`src/rtl/text_writer_if.sv`:
```
// ---------------------------------------------------------------------------
// text_writer_if
//   Byte stream into the text writer. Uses a valid/ready handshake: a byte
//   transfers on a rising clock edge where both in_valid and in_ready are high.
//
//   in_data   8  ASCII byte            (master -> slave)
//   in_valid  1  in_data is valid      (master -> slave)
//   in_ready  1  slave accepts a byte  (slave -> master)
// ---------------------------------------------------------------------------
interface text_writer_if;
    logic [7:0] in_data;
    logic       in_valid;
    logic       in_ready;

    modport master (
        output in_data,
        output in_valid,
        input  in_ready
    );

    modport slave (
        input  in_data,
        input  in_valid,
        output in_ready
    );
endinterface

```
`src/rtl/text_writer.sv`:
```
// ---------------------------------------------------------------------------
// text_writer
//   Write side of the character RAM read by the VGA text pipeline. Consumes
//   ASCII bytes, keeps a text cursor and drives the RAM write port so that
//   printable characters land at cell row*COLS+col. Clears the whole screen
//   to FILL after reset and on form feed (0x0C).
//
// Ports
//   clk         in   system/pixel clock, same clock as the RAM write port
//   rstn        in   asynchronous reset, active-low
//   in_if       slave modport of text_writer_if (in_data/in_valid/in_ready)
//   write_en    out  RAM write strobe, one cycle per cell
//   waddr       out  RAM write address
//   wdata       out  RAM write data (character code)
//   busy        out  clear sequence in progress
//   cursor_col  out  current column, 0..COLS-1
//   cursor_row  out  current row, 0..ROWS-1
//
// Configuration macro
//   TEXT_WRITER_AUTOWRAP_EN  when defined, a printable at the last column
//                            wraps the cursor to the start of the next row;
//                            otherwise the cursor sticks at the last column.
//
// All outputs are registered. ADDR_W must satisfy 2**ADDR_W >= COLS*ROWS.
// ---------------------------------------------------------------------------
module text_writer #(
    parameter int unsigned COLS   = 80,
    parameter int unsigned ROWS   = 60,
    parameter int unsigned ADDR_W = 13,
    parameter logic [7:0]  FILL   = 8'h20
) (
    input  logic              clk,
    input  logic              rstn,
    text_writer_if.slave      in_if,
    output logic              write_en,
    output logic [ADDR_W-1:0] waddr,
    output logic [7:0]        wdata,
    output logic              busy,
    output logic [6:0]        cursor_col,
    output logic [5:0]        cursor_row
);

    localparam int unsigned       Cells       = COLS * ROWS;
    localparam logic [ADDR_W-1:0] LastAddr    = ADDR_W'(Cells - 1);
    localparam logic [ADDR_W-1:0] RowStep     = ADDR_W'(COLS);
    localparam logic [6:0]        LastCol     = 7'(COLS - 1);
    localparam logic [5:0]        LastRow     = 6'(ROWS - 1);

    typedef enum logic [0:0] {StClear, StIdle} state_e;

    state_e            state_q, state_d;
    logic [ADDR_W-1:0] clr_addr_q, clr_addr_d;
    logic [6:0]        col_q, col_d;
    logic [5:0]        row_q, row_d;
    // row_q*COLS, kept incrementally so the address path needs only an adder
    logic [ADDR_W-1:0] row_base_q, row_base_d;
    logic              write_en_q, write_en_d;
    logic [ADDR_W-1:0] waddr_q, waddr_d;
    logic [7:0]        wdata_q, wdata_d;
    logic              in_ready_q, in_ready_d;
    logic              busy_q, busy_d;

    logic              accept;
    logic              printable;
    logic              row_wrap;
    logic [5:0]        row_inc;
    logic [ADDR_W-1:0] row_base_inc;

    assign accept    = in_if.in_valid && in_ready_q;
    assign printable = (in_if.in_data >= 8'h20) && (in_if.in_data <= 8'h7E);

    // Cursor position one row down, wrapping the last row back to the top
    assign row_wrap     = (row_q == LastRow);
    assign row_inc      = row_wrap ? 6'd0 : row_q + 6'd1;
    assign row_base_inc = row_wrap ? '0 : row_base_q + RowStep;

    always_comb begin
        state_d    = state_q;
        clr_addr_d = clr_addr_q;
        col_d      = col_q;
        row_d      = row_q;
        row_base_d = row_base_q;
        write_en_d = 1'b0;
        waddr_d    = waddr_q;
        wdata_d    = wdata_q;
        in_ready_d = 1'b0;

        unique case (state_q)
            StClear: begin
                write_en_d = 1'b1;
                waddr_d    = clr_addr_q;
                wdata_d    = FILL;
                if (clr_addr_q == LastAddr) begin
                    clr_addr_d = '0;
                    state_d    = StIdle;
                end else begin
                    clr_addr_d = clr_addr_q + ADDR_W'(1);
                end
            end

            StIdle: begin
                in_ready_d = 1'b1;
                if (accept) begin
                    if (printable) begin
                        write_en_d = 1'b1;
                        waddr_d    = row_base_q + ADDR_W'(col_q);
                        wdata_d    = in_if.in_data;
                        if (col_q != LastCol) begin
                            col_d = col_q + 7'd1;
                        end else begin
`ifdef TEXT_WRITER_AUTOWRAP_EN
                            col_d      = 7'd0;
                            row_d      = row_inc;
                            row_base_d = row_base_inc;
`else
                            // Sticky last column: further printables overwrite it
                            col_d = col_q;
`endif
                        end
                    end else begin
                        case (in_if.in_data)
                            8'h0D: col_d = 7'd0;
                            8'h0A: begin
                                col_d      = 7'd0;
                                row_d      = row_inc;
                                row_base_d = row_base_inc;
                            end
                            8'h08: begin
                                if (col_q != 7'd0) begin
                                    col_d = col_q - 7'd1;
                                end
                            end
                            8'h0C: begin
                                col_d      = 7'd0;
                                row_d      = 6'd0;
                                row_base_d = '0;
                                clr_addr_d = '0;
                                state_d    = StClear;
                                in_ready_d = 1'b0;
                            end
                            default: ;
                        endcase
                    end
                end
            end

            default: ;
        endcase

        busy_d = ~in_ready_d;
    end

    always_ff @(posedge clk or negedge rstn) begin
        if (!rstn) begin
            state_q    <= StClear;
            clr_addr_q <= '0;
            col_q      <= 7'd0;
            row_q      <= 6'd0;
            row_base_q <= '0;
            write_en_q <= 1'b0;
            waddr_q    <= '0;
            wdata_q    <= 8'h00;
            in_ready_q <= 1'b0;
            busy_q     <= 1'b1;
        end else begin
            state_q    <= state_d;
            clr_addr_q <= clr_addr_d;
            col_q      <= col_d;
            row_q      <= row_d;
            row_base_q <= row_base_d;
            write_en_q <= write_en_d;
            waddr_q    <= waddr_d;
            wdata_q    <= wdata_d;
            in_ready_q <= in_ready_d;
            busy_q     <= busy_d;
        end
    end

    assign in_if.in_ready = in_ready_q;
    assign write_en       = write_en_q;
    assign waddr          = waddr_q;
    assign wdata          = wdata_q;
    assign busy           = busy_q;
    assign cursor_col     = col_q;
    assign cursor_row     = row_q;

endmodule

```
`src/flat_wrapper.sv`:
```
// flat-port wrapper written by rule: the top's interface ports become plain ports
module text_writer_flat 
#(
    parameter int unsigned COLS   = 80,
    parameter int unsigned ROWS   = 60,
    parameter int unsigned ADDR_W = 13,
    parameter logic [7:0]  FILL   = 8'h20
)
  (clk, rstn, write_en, waddr, wdata, busy, cursor_col, cursor_row, in_if_in_data, in_if_in_valid, in_if_in_ready);
  text_writer_if in_if_i ();
  input  logic clk;
  input  logic rstn;
  output logic write_en;
  output logic [ADDR_W-1:0] waddr;
  output logic [7:0] wdata;
  output logic busy;
  output logic [6:0] cursor_col;
  output logic [5:0] cursor_row;
  input wire logic [$bits(in_if_i.in_data)-1:0] in_if_in_data;
  input wire logic [$bits(in_if_i.in_valid)-1:0] in_if_in_valid;
  output wire logic [$bits(in_if_i.in_ready)-1:0] in_if_in_ready;
  assign in_if_i.in_data = in_if_in_data;
  assign in_if_i.in_valid = in_if_in_valid;
  assign in_if_in_ready = in_if_i.in_ready;
  text_writer #(.COLS(COLS), .ROWS(ROWS), .ADDR_W(ADDR_W), .FILL(FILL)) u_core (.clk(clk), .rstn(rstn), .in_if(in_if_i), .write_en(write_en), .waddr(waddr), .wdata(wdata), .busy(busy), .cursor_col(cursor_col), .cursor_row(cursor_row));
endmodule
```
`config.mk`:
```
export PLATFORM = sky130hd
export DESIGN_NAME = text_writer_flat
export DESIGN_NICKNAME = d
export VERILOG_FILES = /design/src/rtl/text_writer_if.sv /design/src/rtl/text_writer.sv /design/src/flat_wrapper.sv
export SDC_FILE = /design/constraint.sdc
export NUM_CORES = 1
export LEC_CHECK = 0
export ABC_AREA = 1
export BUFFER_PORTS_ARGS = -buffer_cell sky130_fd_sc_hd__buf_4
export CORE_ASPECT_RATIO = 1.5
export CORE_MARGIN = 1.5
export CORE_UTILIZATION = 55
export CTS_CLUSTER_DIAMETER = 60
export DETAILED_ROUTE_END_ITERATION = 16
export HOLD_SLACK_MARGIN = 0.03
export PLACE_DENSITY = 0.77
export SYNTH_ARGS = -nofsm -noshare
export SYNTH_HDL_FRONTEND = slang
export SYNTH_SLANG_ARGS = --single-unit
```
`constraint.sdc`:
```
create_clock -name clk -period 1.7 [get_ports clk]
set_clock_uncertainty 0.1 [all_clocks]
set_input_delay 0.425 -clock clk [delete_from_list [all_inputs] [get_ports clk]]
set_output_delay 0.425 -clock clk [all_outputs]
set_load 0.02 [all_outputs]
```
==> metrics.cfg <==
[cells_and_area]
mostFrequentLayoutCells=nand2_1 (162), buf_4 (85), nand3_1 (60)
fill_cells=529
final_nets=620
final_common_cell=nand2_1
diodes=0
syn2layout_area_growth_pct=25.7
fin_util_pct=72.2
layout-drive-gt1-share_pct=24.8

[clock_network]
clkTransAtPathRegs_ns=0.07
postCtsSetupRepairBufs=0
clock-root-buffer=clkbuf_8
cts_tree=built
cts_buffer_depth=2
clock_latency_ns=0.35
cts_buffers=9
cts.sinks=60
htreeDepth=3

[drt]
drt_wl_total_mm=9.69
wl_per_cell_um=14.2
viasPerCell=5.47
vias=3722
drc_errors=0
first_pass_iters=5
drt_iter0_drc=325
ant_nets=0

[timing]
timing.final.crit_period_ns=1.65
slew_violations=0
rsz0062_at_grt=yes
finalHoldViolations=0
tns_ns=0
layout_setup_ws_ns=0.0521
min_period_over_period_pct=96.9
fin_hold_ws_ns=0.216
max_clock_freq_mhz=607
setup_violations=0

[floorplanning]
coreArea_um2=6580
rows=36
initial_core_util_pct=57.4
fp.dieH_um=104
dieArea_um2=7380
boundaryPins=48
die_w_um=70.7

[synthesis]
synth_top_family_by_area=simple AND/OR/NAND/NOR gates
ys.flop_type=dfrtp_1
synth_cell_types=37
synth-compound-area-share_pct=7.32
synth.avg_cell_area_um2=7.40
netlist_area_um2=3780
netlist_instances=510
ys_seq_area_share_pct=39.8
synth-simple-area-share_pct=38.1
synth_xor_area_share_pct=3.94
synth-seq-cells=60
synthAdderAreaFrac_pct=2.98
synth_fp_nets=530
synth-async-reset-ratio_pct=100
ys_warn_count=0
synth.area.mux_share_pct=0
synth-edff-count=0

[setup_path]
reg2reg_depth=10
critical_path.startpoint_type=flop
cp_slowest_stage_delay_ns=0.43
cp_max_fo=7
critPathRequiredTime_ns=1.17
crit_top_cell=buf_4
path_cells=buf_4, buf_4
r2r_setup_slack_ns=0.13
cp-end-kind=output pin
critical-path-top-delay-family=flip-flops
cp_num_buf_inv=2
cp_slowest_cell=dfrtp_1
critical_path_arrival_ns=1.12
worst-setup-path-type=flop to output pin
r2r_end=u_core.cursor_col[1]$_DFFE_PN0P_
r2r_start=u_core.cursor_col[5]$_DFFE_PN0P_

[place]
portBuffers=47
gp_congestion=0.922
hpwlAfterDp_mm=7.11
dp_slack_ns=-0.0654

[pwr]
power_density_nw_per_um2=1300
p_total_mw=6.17
vdd_drop_max_mv=0.795
p_leak_nw=2.46

[run_status]
outcome=completed

[grt]
grt_usage_pct=27.9
grt_pass1_wl_mm=16.6
grt-ovfl-total=0
antenna_found_initial=0
grt_max_degree=29
grt_pass1_vias=3700

[worst_hold_path]
hp-start=in_if_in_data[6]
whs_path_depth=3
hold_end=u_core.wdata[6]$_DFFE_PN0P_
min_path_type=input port to flop

[flow_run]
drv_cap=0

-- flip-flops by register name, indices dropped and copies added, names as in the netlist --
register and flops:
u_core.row_base_q 9, u_core.state_q 1, u_core.clr_addr_q 13, u_core.cursor_col 7, u_core.cursor_row 6, u_core.wdata 8, u_core.write_en 1, u_core.busy 1
u_core.in_if.in_ready 1, u_core.waddr 13
-- synthesized netlist by cell type (all sizes together), types with 2 or more instances --
cell type / count / share of area, %
a21oi: 5 / 0.66
buf: 9 / 2.0
dfrtp: 59 / 39
ha: 9 / 3.0
inv: 57 / 5.7
nand2: 170 / 18
nand3: 63 / 8.7
nand3b: 2 / 0.40
nand4: 12 / 2.0
nor2: 53 / 6.7
nor3: 9 / 1.6
nor3b: 2 / 0.40
o211ai: 4 / 0.80
o21ai: 22 / 3.6
o21bai: 2 / 0.40
o22ai: 10 / 1.7
xnor2: 4 / 0.93
xor2: 13 / 3.0
-- worst max-delay path by stage --
stage                                     startpoint                          endpoint  slack (ns)  cells past startpoint
finish              u_core.cursor_col[2]$_DFFE_PN0P_                     cursor_col[2]        0.05                      2
floorplan           u_core.cursor_col[0]$_DFFE_PN0P_  u_core.cursor_col[1]$_DFFE_PN0P_        0.02                      9
detailed placement                  in_if_in_data[4]  u_core.cursor_row[3]$_DFFE_PN0P_       -0.07                     10
global placement                    in_if_in_data[5]  u_core.cursor_col[6]$_DFFE_PN0P_       -0.03                     11
global route        u_core.clr_addr_q[1]$_DFFE_PN0P_  u_core.clr_addr_q[9]$_DFFE_PN0P_      -0.008                      7
CTS                 u_core.cursor_col[2]$_DFFE_PN0P_                     cursor_col[2]        0.04                      2
-- worst register-to-register path, cell delays in order, from the launching register on --
cell     delay (ns)
dfrtp_1        0.41
buf_4          0.18
nor2_2         0.13
nand2_1        0.09
nor2_2         0.13
nand2_1        0.08
nand3_2        0.11
inv_2          0.07
nand2_4        0.09
nand2_1        0.06
nand2_1        0.06
-- timing repair --
action / 4_1_cts / 5_1_grt
setup endpoints to repair: 0 / 23
gates resized for setup: 0 / 14
hold buffers: 1 / 0
hold endpoints to repair: 25 / 0
-- layout make-up --
cell class	instances	area (um2)	area share, %
flip-flops and latches	60	1500	31.6
clock buffers	10	138	2.90
clock inverters	6	63.8	1.34
multi-input cells	383	2020	42.6
repair buffers	89	708	14.9
inverters	57	216	4.56
well taps	76	95.1	2.00
-- layer usage --
metal / global-route usage, % / up-vias / share of wire [%]
met2: 48.5 / 122 / 52
met1: 33.2 / 1741 / 39
li1: - / 1830 / -
met5: 0 / - / 0
met3: 4.55 / 29 / 4.9
met4: 12.9 / 0 / 3.3
-- kinds of logic after synthesis --
group / after synthesis
compound gates: 44
xor+xnor: 17
fa+ha+maj: 9
buf+inv: 67
flops: 60
other cells: 1
simple gates: 312
-- power by group --
group | internal, mW | switching (mW)
registers | 1.81 | 0.381
clock network | 0.713 | 0.627
logic | 1.09 | 1.54
-- stage by stage --
stage,std cells,cell area [um2]
global route,681,4750
CTS,681,4700
finish,681,4750
floorplan,510,3780
detailed placement,664,4490
global placement,664,4490
Note: power is estimated with default switching activity, not from simulation.
